==> src/rtl/fifo_unpack_256to16.sv <==
// Read-side unpacker: pulls wide words from a FIFO with no output register and
// serialises each into RATIO narrow beats on a valid/ready stream, double-buffered.
module fifo_unpack_256to16 #(
  parameter int unsigned IN_WIDTH  = 256,
  parameter int unsigned OUT_WIDTH = 16,
  parameter bit          LSB_FIRST = 1'b1
) (
  input  logic                 clk,
  input  logic                 rst,
  output logic                 fifo_rd_en,
  input  logic [IN_WIDTH-1:0]  fifo_rd_data,
  input  logic                 fifo_rd_empty,
  output logic [OUT_WIDTH-1:0] out_data,
  output logic                 out_valid,
  input  logic                 out_ready,
  input  logic                 flush,
  output logic                 underrun,
  output logic                 busy
);

  // IN_WIDTH must be an integer multiple of OUT_WIDTH.
  localparam int unsigned RATIO = IN_WIDTH / OUT_WIDTH;
  localparam int unsigned IDX_W = (RATIO > 1) ? $clog2(RATIO) : 1;
  localparam logic [IDX_W-1:0] LAST_IDX = IDX_W'(RATIO - 1);

  logic [IN_WIDTH-1:0] r_cur_word, r_nxt_word;
  logic                r_cur_v, r_nxt_v;
  logic                r_pend, r_flush_drop;
  logic                r_started, r_underrun;
  logic [IDX_W-1:0]    r_beat_idx;

  logic [IN_WIDTH-1:0] w_cur_word_d, w_nxt_word_d;
  logic                w_cur_v_d, w_nxt_v_d;
  logic [IDX_W-1:0]    w_beat_idx_d;
  logic                w_fire, w_last, w_take;
  logic [1:0]          w_slots;
  logic [IDX_W-1:0]    w_sel;
  logic [RATIO-1:0][OUT_WIDTH-1:0] w_beats;

  assign w_fire = r_cur_v & out_ready;
  assign w_last = w_fire & (r_beat_idx == LAST_IDX);
  // A cur slot emptied by this cycle's last beat counts as free for issue.
  assign w_slots = 2'(r_cur_v & ~w_last) + 2'(r_nxt_v) + 2'(r_pend);
  assign fifo_rd_en = ~rst & ~flush & ~fifo_rd_empty & (w_slots < 2'd2);
  assign w_take = r_pend & ~r_flush_drop;

  assign w_beats   = r_cur_word;
  assign w_sel     = LSB_FIRST ? r_beat_idx : (LAST_IDX - r_beat_idx);
  assign out_data  = w_beats[w_sel];
  assign out_valid = r_cur_v;
  assign underrun  = r_underrun;
  assign busy      = r_cur_v | r_nxt_v | r_pend;

  always_comb begin
    w_cur_word_d = r_cur_word;
    w_nxt_word_d = r_nxt_word;
    w_cur_v_d    = r_cur_v;
    w_nxt_v_d    = r_nxt_v;
    w_beat_idx_d = r_beat_idx;
    if (flush) begin
      w_cur_v_d    = 1'b0;
      w_nxt_v_d    = 1'b0;
      w_beat_idx_d = '0;
    end else begin
      if (w_fire) begin
        w_beat_idx_d = w_last ? '0 : r_beat_idx + 1'b1;
      end
      if (!r_cur_v || w_last) begin
        if (r_nxt_v) begin
          // Promote prefetched word; a returning read refills nxt directly.
          w_cur_word_d = r_nxt_word;
          w_cur_v_d    = 1'b1;
          w_nxt_v_d    = w_take;
          if (w_take) begin
            w_nxt_word_d = fifo_rd_data;
          end
        end else if (w_take) begin
          w_cur_word_d = fifo_rd_data;
          w_cur_v_d    = 1'b1;
        end else begin
          w_cur_v_d    = 1'b0;
        end
      end else if (w_take) begin
        w_nxt_word_d = fifo_rd_data;
        w_nxt_v_d    = 1'b1;
      end
    end
  end

  always_ff @(posedge clk or posedge rst) begin
    if (rst) begin
      r_cur_word   <= '0;
      r_nxt_word   <= '0;
      r_cur_v      <= 1'b0;
      r_nxt_v      <= 1'b0;
      r_beat_idx   <= '0;
      r_pend       <= 1'b0;
      r_flush_drop <= 1'b0;
      r_started    <= 1'b0;
      r_underrun   <= 1'b0;
    end else begin
      r_cur_word   <= w_cur_word_d;
      r_nxt_word   <= w_nxt_word_d;
      r_cur_v      <= w_cur_v_d;
      r_nxt_v      <= w_nxt_v_d;
      r_beat_idx   <= w_beat_idx_d;
      r_pend       <= fifo_rd_en;
      r_flush_drop <= flush;
      r_started    <= ~flush & (r_started | w_fire);
      r_underrun   <= r_started & out_ready & ~r_cur_v & ~flush;
    end
  end

endmodule
==> config.mk <==
export PLATFORM = sky130hd
export DESIGN_NAME = fifo_unpack_256to16
export DESIGN_NICKNAME = d
export VERILOG_FILES = /design/src/rtl/fifo_unpack_256to16.sv
export SDC_FILE = /design/constraint.sdc
export NUM_CORES = 1
export LEC_CHECK = 0
export CAP_MARGIN = 20
export CORE_MARGIN = 4
export CORE_UTILIZATION = 58
export CTS_BUF_LIST = sky130_fd_sc_hd__clkbuf_4
export CTS_CLUSTER_DIAMETER = 150
export DETAILED_ROUTE_END_ITERATION = 8
export PLACE_DENSITY = 0.82
export REMOVE_ABC_BUFFERS = 1
export SLEW_MARGIN = 5
export SYNTH_ARGS = -nofsm -noshare
export SYNTH_HDL_FRONTEND = slang
export SYNTH_SLANG_ARGS = --single-unit
==> constraint.sdc <==
create_clock -name clk -period 26.3 [get_ports clk]
set_clock_uncertainty 0.1 [all_clocks]
set_input_delay 5.26 -clock clk [delete_from_list [all_inputs] [get_ports clk]]
set_output_delay 5.26 -clock clk [all_outputs]
set_load 0.02 [all_outputs]
==> metrics.txt <==
biggest area contributors in the synthesized netlist=dfrtp_1, mux2i_1, mux2_2; TritonCTS Buffers=139; slew of the pin with the lowest slew margin=1160 ps; starting DRC count in detailed routing=869; cells resized by post-CTS repair=0; worst min path class=register to register; Layout Cells excl Fill=2799; initial core utilization=59.0%; global-route wire length before repair=87400 um; worst path buffer plus inverter count=2; power density over the cells=68.7 mW/mm2; Max Root-Sink Buffers=3; average wire per standard cell=between 15 and 20 um; DRT antenna net count=0; post-detailed-route DRC marker count=0; count of standard-cell rows=73; Max transition margin=around 22%; P&R area growth vs syn=20.5%; most instantiated flip-flop cell in the synthesis netlist=dfrtp_1; detail-routed via count per cell=5.73; width of the chip=210 um; Worst VDD drop=0.0395 mV; number of filler cells placed in the layout=~2700; proportion of synthesized flip-flops having asynchronous set or reset=100%; Max Clk Rate=75.4 MHz; yosys synthesis warning count=0; launch point of the critical path=out_ready; Core ar.=between 0.04 and 0.05 mm2; family of cells with the greatest summed delay on the critical path=buffers and inverters; startpoint of the worst register-to-register path=r_beat_idx[0]$_DFFE_PP0P_; Clock Sinks=522; antenna violations before repair=15; number of detailed-routing iterations run before antenna repair=5; die footprint=0.0440 mm2; sequential-to-total area share from yosys stat=55.3%; endpoints failing setup=0; total of hold buffers inserted after clock tree synthesis=0; end of the worst register-to-register path=r_nxt_word[149]$_DFFE_PP0P_; maximum number of pins on one net before global-route repair=~270; vias after detailed routing=16045; Worst Hold Path EP=r_nxt_word[58]$_DFFE_PP0P_; # nets final=approximately 2400; synth cell count leaders=dfrtp_1, mux2i_1, a21oi_1; critical-path cell with the highest stage delay=clkdlybuf4s50_1; dpl cells=~2600; outcome=complete, no violations; CTS tree=built; critical setup path kind=input port to primary output; number of pins with negative max-slew slack in the final report=0; global routing usage summed across all routing layers=24.8%; GRT Residual Overflow=0; ordered list of cells on the worst path=clkdlybuf4s50_1, nand4_1, and2_1, ha_1, or4_1, a21oi_1, clkdlybuf4s50_1; Reg clk slew, reported paths=approximately 50 ps; Clk Tree Root Cell=clkbuf_4; critical path startpoint category=input port; post-synthesis average cell area=12.6 um2; number of global-route vias before repair=~17000; count of mapped cells out of synthesis=between 1500 and 2000; worst min-delay path startpoint=r_nxt_word[58]$_DFFE_PP0P_; layout cell share with drive strength beyond 1=21.7%; number of flops mapped to enable cells by yosys=0; most used cell along the critical path=clkdlybuf4s50_1; placed wire-length estimate after detailed placement=33400 um; endpoint type of the worst setup path=primary output; largest driver fanout on the critical path=7; final critical-path required period=13260 ps; unique cell type count in the Yosys netlist=31; insertion delay of the later-clocked pin in the worst-skew pair=about 820 ps; Data required, critical path=roughly 21000 ps; setup repair after global routing missed its margin=false; Setup Buffers After CTS=0; ports placed on the boundary=roughly 280; Synth top area share=55.3%; final estimated routing congestion in global placement=0.756; final period utilization=50.4%; most area-hungry cell type in the Yosys netlist=dfrtp_1; Max Cap Viol=0; arrival time reported for the critical path endpoint=7900 ps; H-tree lvl count=4; most used standard cell by instance count after synthesis=dfrtp_1; power consumption=1.95 mW; flip-flop and latch count after synthesis=between 500 and 600; worst setup slack for register-to-register paths=21610 ps; post-layout utilization of the core=71.1%; final hold violations=0; post-route setup TNS=0 ps; die outline height=210 um; Leak=about 12 nW; port bufs=between 200 and 300; routed wire length=54600 um; area of the mapped netlist=0.0236 mm2; r2r worst-path depth=8; largest incremental delay on the critical path=660 ps; hold-critical path depth=1
[area by class of cell]
type / instances / area (um2) / share of cell area, %
Antenna cell: 8 / 20.0 / 0.0704
Clock buffer: 199 / 1490 / 5.25
Clock inverter: 30 / 234 / 0.822
Inverter: 3 / 18.8 / 0.0660
Multi-Input combinational cell: 1207 / 9860 / 34.7
Sequential cell: 522 / 13100 / 46.0
Tap cell: 525 / 657 / 2.31
Timing Repair Buffer: 305 / 3100 / 10.9
[per-layer routing]
layer	part of all wire, %	global-route usage, %	vias to the layer above
met2	51	41.6	431
met5	0.19	0	-
met4	2.9	9.56	16
li1	-	-	7417
met1	40	30.6	8054
met3	6.4	7.16	127
[cell families (layout without fill, tap and decap cells)]
| group | Yosys count | after routing | share of synthesized area [%] |
|---|---|---|---|
| buf+inv | 144 | 537 | 3.07 |
| mux | 608 | 608 | 29.7 |
| other cells | 0 | 8 | 0 |
| flops | 522 | 522 | 55.3 |
| xor+xnor | 1 | 1 | 0.0371 |
| fa+ha+maj | 2 | 2 | 0.106 |
| simple gates | 280 | 280 | 4.60 |
| compound gates | 316 | 316 | 7.23 |
[report_power, final]
part	switching, mW	internal (mW)	total (mW)
clock	0.323	0.384	0.707
sequential	0.0610	0.917	0.978
combinational	0.122	0.147	0.269
[registers in the layout, summed over array words and instances, names as in the netlist]
signal        cells
r_cur_word      256
r_nxt_word      256
r_flush_drop      1
r_started         1
out_valid         1
r_pend            1
r_nxt_v           1
r_beat_idx        4
underrun          1
[how the worst max path moves through the flow]
stage / cells after the start / slack [ps] / endpoint
global route: 7 / 12970 / fifo_rd_en
CTS: 7 / 13050 / fifo_rd_en
finish: 7 / 13040 / fifo_rd_en
floorplan: 3 / 2140 / r_cur_word[0]$_DFFE_PP0P_
global placement: 7 / 13090 / fifo_rd_en
detailed placement: 7 / 13070 / fifo_rd_en
[metrics by stage]
stage / setup slack, ps / instance area [um2] / hold slack [ps]
final: 13040 / 28500 / 387
after detailed placement: 13070 / 26600 / 381
after floorplan: 2140 / 22900 / 355
after CTS: 13050 / 28300 / 393
after global placement: 13090 / 26600 / 371
after global routing: 12970 / 28500 / 406
[worst reg2reg max path, delay by kind of cell (launching register included)]
kind,cells,cell delay [ps]
AOI/OAI and AO/OA,1,170
DFF,1,810
and+or+nand+nor,2,530
buffers and inverters,3,2180
muxes,1,440
adders and majority gates,1,340
[cell usage in the layout, fill, tap and decap left out, types with 2 or more instances in the layout]
cell and instances:
a21oi_1 263, a22oi_1 16, a32oi_1 16, and2_1 2, buf_12 2, buf_16 4
buf_4 19, bufinv_16 4, clkbuf_4 199, clkdlybuf4s50_1 280, clkinv_1 18, clkinvlp_4 4
dfrtp_1 518, dfrtp_4 3, diode_2 8, ha_1 2, inv_1 2, inv_2 3
mux2_1 58, mux2_2 198, mux2i_1 304, mux4_2 48, nand2_1 4, nand3_1 3
nor2_1 261, o21ai_0 8, o21ai_1 10, or3_1 2
No activity file was read; power rests on OpenSTA's default activity.
